--- config.mk ---
export PLATFORM = sky130hd
export DESIGN_NAME = axi_rr_master_arbiter
export DESIGN_NICKNAME = d
export VERILOG_FILES = /design/src/rtl/axi_rr_master_arbiter.sv
export SDC_FILE = /design/constraint.sdc
export NUM_CORES = 1
export LEC_CHECK = 0
export BUFFER_PORTS_ARGS = -buffer_cell sky130_fd_sc_hd__buf_4
export CELL_PAD_IN_SITES_DETAIL_PLACEMENT = 0
export CELL_PAD_IN_SITES_GLOBAL_PLACEMENT = 1
export CORE_MARGIN = 1
export CORE_UTILIZATION = 40
export CTS_BUF_LIST = sky130_fd_sc_hd__clkbuf_16
export DETAILED_ROUTE_END_ITERATION = 10
export PLACE_DENSITY_LB_ADDON = 0.1
export SLEW_MARGIN = 40
export SYNTH_ARGS = -nofsm -noshare
export SYNTH_HDL_FRONTEND = slang
export SYNTH_HIERARCHICAL = 1
export SYNTH_SLANG_ARGS = --single-unit
--- constraint.sdc ---
create_clock -name clk -period 2.7 [get_ports clk]
set_clock_uncertainty 0.15 [all_clocks]
set_input_delay 0.27 -clock clk [delete_from_list [all_inputs] [get_ports clk]]
set_output_delay 0.27 -clock clk [all_outputs]
set_load 0.05 [all_outputs]
--- src/rtl/axi_rr_master_arbiter.sv ---
// Master-side AXI4 arbiter: independent AW/AR arbiters (round-robin or fixed
// priority) with select locking against valid-not-ready stalls, a write-order
// queue that steers the W mux, and ID-based response select decoding.

// One address-channel arbiter: IDLE passes the combinational winner through,
// LOCK holds the select registered on the valid-not-ready stall.
module axi_rr_master_arbiter_ch #(
  parameter int M_NUM   = 4,
  parameter int M_WIDTH = 2,
  parameter int RR_MODE = 1
) (
  input  logic               clk,
  input  logic               rst,
  input  logic [M_NUM-1:0]   i_valid,
  input  logic               i_bus_valid,
  input  logic               i_bus_ready,
  output logic [M_WIDTH-1:0] o_sel
);
  localparam int CW = M_WIDTH + 1;
  localparam logic [M_WIDTH-1:0] LAST_RST = M_WIDTH'(M_NUM - 1);

  typedef enum logic [0:0] {
    ST_IDLE = 1'b0,
    ST_LOCK = 1'b1
  } state_t;

  state_t             r_state;
  logic [M_WIDTH-1:0] r_sel;
  logic [M_WIDTH-1:0] r_last;
  logic [M_WIDTH-1:0] w_win;
  logic [M_WIDTH-1:0] w_sel;
  logic               w_any;
  logic               w_hs;

  // Winner search: round-robin starts after r_last and wraps at M_NUM; fixed starts at 0
  always_comb begin
    logic [CW-1:0] c;
    logic          hit;
    logic          found;
    c     = '0;
    hit   = 1'b0;
    found = 1'b0;
    w_win = '0;
    for (int i = 0; i < M_NUM; i++) begin
      if (RR_MODE != 0) begin
        c = {1'b0, r_last} + CW'(i + 1);
        c = (c >= CW'(M_NUM)) ? (c - CW'(M_NUM)) : c;
      end else begin
        c = CW'(i);
      end
      hit   = !found && i_valid[c[M_WIDTH-1:0]];
      w_win = hit ? c[M_WIDTH-1:0] : w_win;
      found = found | hit;
    end
  end

  assign w_any = |i_valid;
  assign w_hs  = i_bus_valid & i_bus_ready;
  assign w_sel = (r_state == ST_LOCK) ? r_sel : (w_any ? w_win : r_sel);
  assign o_sel = w_sel;

  // State, held select and round-robin pointer; pointer moves only on handshake
  always_ff @(posedge clk or posedge rst) begin
    if (rst) begin
      r_state <= ST_IDLE;
      r_sel   <= '0;
      r_last  <= LAST_RST;
    end else begin
      r_sel  <= w_sel;
      r_last <= w_hs ? w_sel : r_last;
      case (r_state)
        ST_IDLE: r_state <= (i_bus_valid && !i_bus_ready) ? ST_LOCK : ST_IDLE;
        ST_LOCK: r_state <= w_hs ? ST_IDLE : ST_LOCK;
        default: r_state <= ST_IDLE;
      endcase
    end
  end
endmodule

module axi_rr_master_arbiter #(
  parameter int M_NUM    = 4,
  parameter int M_WIDTH  = 2,
  parameter int M_ID     = 2,
  parameter int RR_MODE  = 1,
  parameter int WQ_DEPTH = 4
) (
  input  logic                    clk,
  input  logic                    rst,
  input  logic [M_NUM-1:0]        MASTER_WR_ADDR_VALID,
  input  logic [M_NUM-1:0]        MASTER_RD_ADDR_VALID,
  input  logic                    BUS_WR_ADDR_VALID,
  input  logic                    BUS_WR_ADDR_READY,
  input  logic                    BUS_WR_DATA_VALID,
  input  logic                    BUS_WR_DATA_READY,
  input  logic                    BUS_WR_DATA_LAST,
  input  logic [M_ID+M_WIDTH-1:0] BUS_WR_BACK_ID,
  input  logic                    BUS_RD_ADDR_VALID,
  input  logic                    BUS_RD_ADDR_READY,
  input  logic [M_ID+M_WIDTH-1:0] BUS_RD_BACK_ID,
  output logic [M_WIDTH-1:0]      wr_addr_master_sel,
  output logic                    wr_addr_grant_en,
  output logic [M_WIDTH-1:0]      wr_data_master_sel,
  output logic                    wr_data_sel_valid,
  output logic [M_WIDTH-1:0]      wr_resp_master_sel,
  output logic [M_WIDTH-1:0]      rd_addr_master_sel,
  output logic [M_WIDTH-1:0]      rd_data_master_sel
);
  localparam int QW   = $clog2(WQ_DEPTH);
  localparam int CNTW = QW + 1;

  logic [M_WIDTH-1:0] r_wq_mem [WQ_DEPTH];
  logic [QW-1:0]      r_wq_wptr;
  logic [QW-1:0]      r_wq_rptr;
  logic [CNTW-1:0]    r_wq_cnt;
  logic               w_full;
  logic               w_empty;
  logic               w_push;
  logic               w_pop;
  logic               w_unused_id_bits;

  axi_rr_master_arbiter_ch #(
    .M_NUM   (M_NUM),
    .M_WIDTH (M_WIDTH),
    .RR_MODE (RR_MODE)
  ) u_aw_arb (
    .clk         (clk),
    .rst         (rst),
    .i_valid     (MASTER_WR_ADDR_VALID),
    .i_bus_valid (BUS_WR_ADDR_VALID),
    .i_bus_ready (BUS_WR_ADDR_READY),
    .o_sel       (wr_addr_master_sel)
  );

  axi_rr_master_arbiter_ch #(
    .M_NUM   (M_NUM),
    .M_WIDTH (M_WIDTH),
    .RR_MODE (RR_MODE)
  ) u_ar_arb (
    .clk         (clk),
    .rst         (rst),
    .i_valid     (MASTER_RD_ADDR_VALID),
    .i_bus_valid (BUS_RD_ADDR_VALID),
    .i_bus_ready (BUS_RD_ADDR_READY),
    .o_sel       (rd_addr_master_sel)
  );

  // A pop frees a slot in the same cycle, so a full queue still accepts push+pop
  assign w_full  = (r_wq_cnt == CNTW'(WQ_DEPTH));
  assign w_empty = (r_wq_cnt == '0);
  assign w_pop   = BUS_WR_DATA_VALID & BUS_WR_DATA_READY & BUS_WR_DATA_LAST & ~w_empty;
  assign w_push  = BUS_WR_ADDR_VALID & BUS_WR_ADDR_READY & (~w_full | w_pop);

  assign wr_addr_grant_en   = ~w_full;
  assign wr_data_sel_valid  = ~w_empty;
  assign wr_data_master_sel = w_empty ? '0 : r_wq_mem[r_wq_rptr];

  assign wr_resp_master_sel = BUS_WR_BACK_ID[M_ID +: M_WIDTH];
  assign rd_data_master_sel = BUS_RD_BACK_ID[M_ID +: M_WIDTH];
  assign w_unused_id_bits   = ^{BUS_WR_BACK_ID[M_ID-1:0], BUS_RD_BACK_ID[M_ID-1:0]};

  // Write-order FIFO: AW handshake pushes the granted master, last W beat pops the head
  always_ff @(posedge clk or posedge rst) begin
    if (rst) begin
      r_wq_wptr <= '0;
      r_wq_rptr <= '0;
      r_wq_cnt  <= '0;
      for (int k = 0; k < WQ_DEPTH; k++) begin
        r_wq_mem[k] <= '0;
      end
    end else begin
      if (w_push) begin
        r_wq_mem[r_wq_wptr] <= wr_addr_master_sel;
        r_wq_wptr           <= r_wq_wptr + QW'(1);
      end
      if (w_pop) begin
        r_wq_rptr <= r_wq_rptr + QW'(1);
      end
      case ({w_push, w_pop})
        2'b10:   r_wq_cnt <= r_wq_cnt + CNTW'(1);
        2'b01:   r_wq_cnt <= r_wq_cnt - CNTW'(1);
        default: r_wq_cnt <= r_wq_cnt;
      endcase
    end
  end
endmodule

* Word level (Yosys, flattened, before mapping)
Cells that the tools add are included.
** Storage, ports and cells
- Register bits after elaboration :: 25
- Output and inout bits :: 12
- Input port bits :: 25
** Operators by class
- Add/subtract/negate cells :: 20
- Equal/unequal tests :: 3
- Bitwise gates (word level) :: 17
- Reduce and logical (&&, ||, !) cells :: 21
- Magnitude comparators :: 19
- Mux-type cells :: 50
** Operators by type and width (count)
- 2-bit two-way mux :: 24
- 3-bit >= comparator (second input constant) :: 10
- 2-bit by 3-bit less-than comparator with 1-bit output (second input constant) :: 8
- 1-bit binary-select mux with 2-bit select :: 8
- 2-bit by 1-bit subtractor with 2-bit output (second input constant) :: 8
- 2-bit by 2-bit adder with 3-bit output (second input constant) :: 4
- 1-bit two-way mux :: 12
- 1-bit logical AND :: 9
- 8-bit bitwise mux :: 1
- 1-bit logical NOT :: 8
- 4-bit OR reduction :: 2
- 2-bit by 1-bit adder with 3-bit output (second input constant) :: 2
- 2-bit by 3-bit adder with 3-bit output (second input constant) :: 2
- 1-bit bitwise AND :: 6
- 2-bit NOT with 3-bit output :: 2
- 3-bit case mux with 2 select lines :: 1
- 1-bit bitwise OR :: 5
- 2-bit by 1-bit adder with 2-bit output (second input constant) :: 2
- 2-bit binary-select mux with 2-bit select :: 1
- 2-bit demux with 2-bit select :: 1
- 1-bit NOT :: 4
- 1-bit case mux with 2 select lines :: 2
- 3-bit by 1-bit adder with 3-bit output (second input constant) :: 1
- 3-bit == test (second input constant) :: 1
- other kinds (6) :: 6

* Logic depth before layout (Yosys ltp)
Gate-level depths: netlist of the first run.
- Depth in word-level cells :: 17
- Depth in mapped cells :: 10
- Gate-level depth less buffers :: 9

* Modules after synthesis
The synthesis of the first run kept the hierarchy.
** By module, submodules not included
- axi_rr_master_arbiter :: times used 1, area each 858.3 um2, cells each 66, sequential area each 375.4 um2
- axi_rr_master_arbiter_ch :: times used 2, area each 264.0 um2, cells each 26, sequential area each 127.6 um2

* Worst setup path before layout of the first run
Ideal clock, no wire load.
- Path type :: register to register
- Start :: register r_wq_cnt[0]
- End :: register r_wq_cnt[2]
- Stages on the path, launching flop included :: 11
- Setup slack :: 317 ps
- Data arrival time :: 2153 ps
- Library setup time :: 79 ps
- Path buffers :: 1
- Cells stage by stage :: dfrtp_1 or3b_1 buf_6 o21a_1 inv_1 ha_1 inv_1 fa_1 xor2_1 nor2_1 xor2_1
** RTL lines
- from (decl) :: RTL line 114 : logic [CNTW-1:0] r_wq_cnt;
- from (signal assigned) :: RTL line 179 : 2'b10: r_wq_cnt <= r_wq_cnt + CNTW'(1);
- from (signal assigned) :: RTL line 180 : 2'b01: r_wq_cnt <= r_wq_cnt - CNTW'(1);
- from (signal assigned) :: RTL line 181 : default: r_wq_cnt <= r_wq_cnt;
- 3-bit == test * :: RTL line 148 : assign w_full = (r_wq_cnt == CNTW'(WQ_DEPTH));
- 1-bit NOT *
- named net wr_addr_grant_en :: RTL line 101 : output logic wr_addr_grant_en,
- 1-bit bitwise OR * :: RTL line 151 : assign w_push = BUS_WR_ADDR_VALID & BUS_WR_ADDR_READY & (~w_full | w_pop);
- 1-bit bitwise AND * :: RTL line 151
- 2-bit by 1-bit == test with 1-bit output / 2-bit == test (equally long branches) :: RTL line 178 : case ({w_push, w_pop})
- 3-bit case mux with 2 select lines / 2-bit nonzero test (equally long branches)
Mark *: on every way through the listed nets, which the timed path passes. The rest lies on a longest branch.
A chain may end at the register's enable or synchronous reset.

* Worst setup path in the final report of the first run
- Start :: register r_wq_cnt[0]
- End :: register r_wq_cnt[2]
** Between the ends
- Cells in the longest elaborated chain, start to end :: 7
** Ends and longest elaborated chain
- 3-bit logical NOT :: RTL line 149 : assign w_empty = (r_wq_cnt == '0);
- 1-bit NOT :: RTL line 150 : assign w_pop = BUS_WR_DATA_VALID & BUS_WR_DATA_READY & BUS_WR_DATA_LAST & ~w_empty;
- 1-bit bitwise AND :: RTL line 150
- 1-bit bitwise OR :: RTL line 151
- 1-bit bitwise AND :: RTL line 151
- 2-bit by 1-bit == test with 1-bit output / 2-bit == test (equally long branches) :: RTL line 178
- 3-bit case mux with 2 select lines / 2-bit nonzero test (equally long branches)
Parallel ways exist; a longest one is shown, timed or not.

==> impl_metrics.toml, run 1 <==
[status]
status = "finished clean"

[cts]
h-tree-depth = 1
number_of_buffers_inserted_during_clock_tree_synthesis = 3
postCtsSetupRepairBufs = 0
tritoncts = "built"
cts.repair.resized = 0
cts.path.max_buffers = 2
clock_transition_at_the_register_clock_pins_on_the_worst_setup_and_hold_paths_after_cts_ps = 60
clock_latency_ps = 260
cts.sink_count = 25
hold_buffers = 1
clock_root_buffer = "clkbuf_16"

[floorplan]
num_io_pins = 37
die_area_mm2 = 0.00371
initial_core_utilization_pct = 41.5
placementRows = 21
core_area_mm2 = 0.00334
die_width_um = 60.9
die_h_um = 60.9

[worst_setup_path]
path_cells = "or3b_1 -> o21a_1 -> inv_1 -> ha_1 -> inv_1 -> fa_1 -> xor2_1 -> nor2_1 -> xor2_1"
number_of_cells_traversed_by_the_worst_register_to_register_path = 9
cp_top_family = "adder cells"
timing.rr.end = "r_wq_cnt[2]"
worst-setup-path-type = "reg2reg"
element_type_at_the_critical_path_start = "flop"
timing.critical_path.slowest_stage_cell = "dfrtp_1"
worst_setup_path_end_kind = "flop"
crit_path_max_incr_delay_ps = 410
timing.rr.start = "r_wq_cnt[0]"
cp_num_buf_inv = 2
setup.reg_to_reg.worst_slack_ps = 350
worst-endpoint-arrival_ps = 2380
worst_ep_required_time_ps = 2730
cp_max_fo = 4

[synthesis]
synthCells = 118
ys_warn_count = 6
synth_seq_cells = 25
synthSimpleGateAreaFrac_pct = 9.12
compound_gate_fraction_of_synth_area_pct = 14.6
synth_top_flop_cell = "dfrtp_1"
combinational_family_with_the_most_area_after_synthesis = "compound AO/OA/AOI/OAI gates"
syn-cell-area_mm2 = 0.00139
postSynth.asyncResetShare_pct = 100
syn_nets = 149
synth_area_per_cell_um2 = 11.7
number_of_enable_type_register_cells_in_the_synthesized_netlist = 0
adder_and_majority_gate_portion_of_the_synthesized_area_pct = 5.96
seq_area_frac_synth_pct = 45.5
synthXorXnorAreaFrac_pct = 3.79
synth_cell_type_count = 32
yosys-mux-area-fraction_pct = 13.7

[min_path]
hold_start = "BUS_WR_ADDR_VALID"
whs_path_depth = 2
hp-class = "in2reg"

[power_and_ir_drop]
p_leak_nw = 0.753
power.ir.vdd_worst_v = 0.000395
post-layout-total-power_mw = 1.80
powerDensity_mw_per_mm2 = 1080

[drt]
drcViolationCount = 0
final_antenna_net_count = 0
route.detailed.wl_per_inst_um = 13.3
drt_first_pass_iters = 4
avgViaCountPerCell = 5.07
detail_route.wirelength_um = 2510
detail_route.iter0.violations = 42
routed-via-count = 953

[timing]
slew_headroom_pct = 62.0
final.setup.tns_ps = 0
finalWorstPathRequiredPeriod_ps = 2350
setup_violations = 0
post-route-period-util_pct = 86.9
clock.fmax_ghz = 0.426
worst-slew-pin-transition_ps = 569
grt_setup_unrepaired = "false"
final_hold_viol_count = 0
max_slew_vio_count = 0

[finish]
stdcell_area_mm2 = 0.00168
antennaDiodeCount = 0
drive_above_1_share_pct = 36.6
numnets_final = 174
synthToLayoutAreaGrowth_pct = 20.8
final_layout_fill_cell_count = 319
final_common_cell = "buf_4"
final_cell_mix = "25 x buf_4, 21 x dfrtp_1, 14 x inv_1"
final_util_pct = 50.2

[grt]
largest_net_degree_at_the_start_of_global_routing = 16
antenna_violations_before_repair = 0
vias_in_the_first_global_route = 937
groute.usage.overall_pct = 16.0
grt_pass1_wl_um = 4180
global_route_total_overflow = 0

[place]
dp_hpwl_um = 1980
io_buffers = 24
finalWeightedCongestion = 0.693
placed_cell_area_mm2 = 0.00159

[run]
cap_violations = 0
registers in the layout, summed over array words and instances, names as in the netlist, named ones only:
register,flops
u_ar_arb/r_last,2
u_aw_arb/r_sel,2
r_wq_mem,8
u_ar_arb/r_sel,2
u_aw_arb/r_last,2
r_wq_cnt,3
r_wq_wptr,2
r_wq_rptr,2
logic make-up (layout without fill, tap and decap cells):
group | after synthesis | count (layout)
xor+xnor | 6 | 6
simple gates | 23 | 23
mux | 14 | 14
compound gates | 23 | 23
flops | 25 | 25
fa+ha+maj | 6 | 6
buf+inv | 21 | 45
layout make-up:
class / count / area (um^2) / area share [%]
clock buffer: 3 / 75.1 / 4.48
clock inverter: 1 / 3.75 / 0.224
inverter: 15 / 56.3 / 3.36
multi-input combinational: 72 / 654 / 39.1
sequential: 25 / 631 / 37.6
tap: 46 / 57.6 / 3.44
timing repair buffer: 26 / 198 / 11.8
power breakdown:
group | switching, mW | internal (mW) | total [mW]
clock network | 0.120 | 0.198 | 0.318
registers | 0.119 | 0.545 | 0.664
logic | 0.454 | 0.369 | 0.823
how the worst max path moves through the flow:
stage                start          end  slack, ps  cells past startpoint
4_1_cts        r_wq_cnt[0]  r_wq_cnt[2]        330                      9
3_3_place_gp   r_wq_cnt[0]  r_wq_cnt[2]        350                      9
2_1_floorplan  r_wq_cnt[0]  r_wq_cnt[2]        320                     10
6_report       r_wq_cnt[0]  r_wq_cnt[2]        350                      9
5_1_grt        r_wq_cnt[1]  r_wq_cnt[2]        190                      9
3_5_place_dp   r_wq_cnt[0]  r_wq_cnt[2]        350                      9
routing by layer:
metal	up-vias	wire length, um	global-route usage, %
li1	462	-	-
met1	471	1060	17.9
met2	15	1290	28.3
met3	5	89	2.56
met4	0	69	9.74
met5	-	0	0
stage by stage:
stage	worst slack, ps	hold slack, ps	instances
CTS	332	72.4	188
floorplan	317	-103	118
global route	195	77.8	188
global placement	349	50.9	183
detailed placement	346	48.4	183
finish	355	77.6	188
Yosys cell counts (2+ instances only):
library cell | number | share of area [%]
a211oi_1 | 2 | 1.1
a31o_1 | 2 | 1.3
and2_1 | 4 | 1.8
buf_4 | 4 | 2.2
dfrtp_1 | 21 | 38
dfstp_2 | 4 | 7.6
ha_1 | 5 | 4.5
inv_1 | 13 | 3.5
inv_2 | 2 | 0.54
mux2_2 | 8 | 6.5
mux2_4 | 3 | 3.2
mux4_2 | 2 | 3.2
nand2_1 | 4 | 1.1
nor2_1 | 9 | 2.4
nor4_2 | 2 | 1.8
o211ai_1 | 2 | 1.1
o21a_1 | 5 | 2.7
o221ai_1 | 6 | 3.8
o31ai_1 | 2 | 1.1
o32a_1 | 2 | 1.4
xnor2_1 | 3 | 1.9
xor2_1 | 3 | 1.9
No activity file was read; power rests on OpenSTA's default activity.
==> inputs of run 2 (changes only) <==
--- a/config.mk
+++ b/config.mk
@@ -9,12 +9,11 @@
 export CELL_PAD_IN_SITES_DETAIL_PLACEMENT = 0
 export CELL_PAD_IN_SITES_GLOBAL_PLACEMENT = 1
 export CORE_MARGIN = 1
-export CORE_UTILIZATION = 40
+export CORE_UTILIZATION = 39
 export CTS_BUF_LIST = sky130_fd_sc_hd__clkbuf_16
 export DETAILED_ROUTE_END_ITERATION = 10
 export PLACE_DENSITY_LB_ADDON = 0.1
 export SLEW_MARGIN = 40
 export SYNTH_ARGS = -nofsm -noshare
 export SYNTH_HDL_FRONTEND = slang
-export SYNTH_HIERARCHICAL = 1
 export SYNTH_SLANG_ARGS = --single-unit
==> run 2 against run 1 <==
  * Worst setup slack improved by 140 ps
  * Critical endpoint is now wr_addr_master_sel[0]
  * Clock power about the same
  * Global-route usage shrank 1.0 points
  * Critical path type is now reg2out
  * Synthesized cell count is 8.5% higher
  * Area after synthesis is 0.99% lower
==> impl_metrics.toml, run 2 <==
[power_and_ir_drop]
net-switching-power_mw = 0.720
combPwrFrac_pct = 44.5
swShare_pct = 39.8
power.ir.vdd_worst_v = 0.000799
p_leak_nw = 0.754
share_clk_of_total_power_pct = 17.6
cellInternalPower_mw = 1.09
powerDensity_mw_per_mm2 = 1080
power_frac_seq_pct = 37.9

[timing]
postLayoutSetupSlackWorst_ps = 493
finalWorstPathRequiredPeriod_ps = 2210
grt_setup_unrepaired = "false"
slew_headroom_pct = 66.1
worst-slew-pin-transition_ps = 508
max_slew_vio_count = 0
final.setup.tns_ps = 0
clock.fmax_ghz = 0.453
post-route-period-util_pct = 81.7
setup_violations = 0
final_hold_viol_count = 0

[worst_setup_path]
worst-endpoint-arrival_ps = 1790
timing.rr.start = "r_wq_cnt[0]"
timing.critical_path.slowest_stage_cell = "dfstp_2"
timing.rr.end = "r_wq_cnt[2]"
element_type_at_the_critical_path_start = "flop"
worstSetupEndpoint = "wr_addr_master_sel[0]"
path_cells = "mux2i_1 -> o221ai_1 -> o22ai_2 -> inv_1 -> buf_4"
cp_num_buf_inv = 2
cp-startpoint = "u_aw_arb.r_last[1]"
cp_max_fo = 8
setup.reg_to_reg.worst_slack_ps = 550
cp_top_family = "flip-flops"
stages_on_the_worst_setup_path = 5
worst-setup-path-type = "reg2out"
crit_path_max_incr_delay_ps = 610
number_of_cells_traversed_by_the_worst_register_to_register_path = 9
worst_setup_path_end_kind = "primary output"
worst_ep_required_time_ps = 2280

[finish]
antennaDiodeCount = 0
instances_no_fill = 199
stdcell_area_mm2 = 0.00167
drive_above_1_share_pct = 32.7
largest-register = "r_wq_mem"
reg_top3 = "r_wq_mem x8, r_wq_cnt x3"
final_common_cell = "buf_4"
final_cell_mix = "24 x buf_4, 21 x dfrtp_1, 15 x nand2_1"
largest_register_ffs = 8
numnets_final = 185
synthToLayoutAreaGrowth_pct = 21.6

[synthesis]
top_area_cells_in_the_synthesized_netlist = "dfrtp_1 38%, dfstp_2 7.7%, mux2_2 4.9%"
ys_warn_count = 0
synth_top_cell_by_area = "dfrtp_1"
synthCells = 128
syn_nets = 159
synth_seq_cells = 25
synth_top_flop_cell = "dfrtp_1"
postSynth.asyncResetShare_pct = 100
synth_cell_type_count = 37
synth.most_common_cell = "dfrtp_1"
synth_area_per_cell_um2 = 10.7
number_of_enable_type_register_cells_in_the_synthesized_netlist = 0
ys_top_cells_by_count = "21 x dfrtp_1, 15 x nand2_1, 11 x inv_1"
seq_area_frac_synth_pct = 45.9
syn-cell-area_mm2 = 0.00137
netlist.area_leader.share_pct = 38.3

[place]
finalWeightedCongestion = 0.712
dp_worst_setup_slack_ps = 546
dp_hpwl_um = 1880
dpl.cell_count = 194
io_buffers = 24
placed_cell_area_mm2 = 0.00158

[grt]
groute.usage.overall_pct = 14.9
vias_in_the_first_global_route = 907
grt_pass1_wl_um = 4040
largest_net_degree_at_the_start_of_global_routing = 26
global_route_total_overflow = 0
antenna_violations_before_repair = 0

[drt]
detail_route.iter0.violations = 32
routed-via-count = 945
drt_first_pass_iters = 3
detail_route.wirelength_um = 2390
drcViolationCount = 0
final_antenna_net_count = 0
avgViaCountPerCell = 4.75
route.detailed.wl_per_inst_um = 12.0

[cts]
clock_root_buffer = "clkbuf_16"
cts.path.max_buffers = 2
clock_latency_ps = 250
cts.sink_count = 25
clock_transition_at_the_register_clock_pins_on_the_worst_setup_and_hold_paths_after_cts_ps = 60
number_of_buffers_inserted_during_clock_tree_synthesis = 3
h-tree-depth = 1
cts.repair.resized = 0
tritoncts = "built"

[min_path]
hp-class = "in2reg"

[floorplan]
placementRows = 21
die_area_mm2 = 0.00376
initial_core_utilization_pct = 40.8
num_io_pins = 37
die_width_um = 61.3
die_h_um = 61.3
core_area_mm2 = 0.00336

[status]
status = "finished clean"

[run]
cap_violations = 0
[run 2: logic make-up after synthesis]
logic type / Yosys count / synth area share, %
AO/OA/AOI/OAI: 25 / 14.4
XOR/XNOR: 6 / 3.83
adder cells (fa/ha/maj): 6 / 6.02
buffers and inverters: 16 / 5.47
flip-flops: 25 / 45.9
multiplexers: 11 / 10.5
AND/OR/NAND/NOR: 39 / 13.9
[run 2: repair_timing]
action | CTS | global route
setup endpoints to repair | 0 | 0
endpoints found under the hold margin | 21 | 0
buffers inserted | 0 | 0
hold buffers | 1 | 0
[run 2: how the worst min path moves through the flow]
stage / start / to / cells after the start
finish: BUS_RD_ADDR_VALID / flop / 2
CTS: BUS_RD_ADDR_VALID / flop / 2
floorplan: rst / asynchronous set/reset pin / 1
detailed placement: rst / r_wq_cnt[0] / 2
global route: BUS_RD_ADDR_VALID / flop / 2
global placement: r_wq_mem[4] / r_wq_mem[4] / 2
[run 2: through the flow]
step	total power, mW	hold slack, ps	utilization (%)
final	1.81	76.2	49.6
after global routing	1.96	76.5	49.6
after CTS	1.83	76.4	49.6
after detailed placement	1.51	192	47.0
after global placement	1.49	317	47.0
after floorplan	1.30	144	-
[run 2: power by group through the flow]
| stage | combinational [mW] | clock (mW) | sequential (mW) |
|---|---|---|---|
| 2_1_floorplan | 0.645 | 0 | 0.655 |
| 3_3_place_gp | 0.802 | 0 | 0.689 |
| 3_5_place_dp | 0.818 | 0 | 0.694 |
| 4_1_cts | 0.820 | 0.325 | 0.688 |
| 5_1_grt | 0.902 | 0.345 | 0.713 |
| 6_report | 0.805 | 0.319 | 0.687 |
[run 2: cell type report]
| class | instances | area (um^2) |
|---|---|---|
| fillers | 344 | 1690 |
| multi-input cells | 87 | 667 |
| flip-flops and latches | 25 | 631 |
| repair buffers | 25 | 190 |
| clock buffers | 3 | 75.1 |
| well taps | 46 | 57.6 |
| inverters | 12 | 45.0 |
| clock inverters | 1 | 3.75 |
[run 2: routing by layer]
metal,part of all wire [%],up-vias,GRT usage [%]
met5,0,-,0
met2,48,18,24.2
met1,47,440,19.5
met3,4.0,2,3.99
met4,0.84,0,4.87
li1,-,485,-
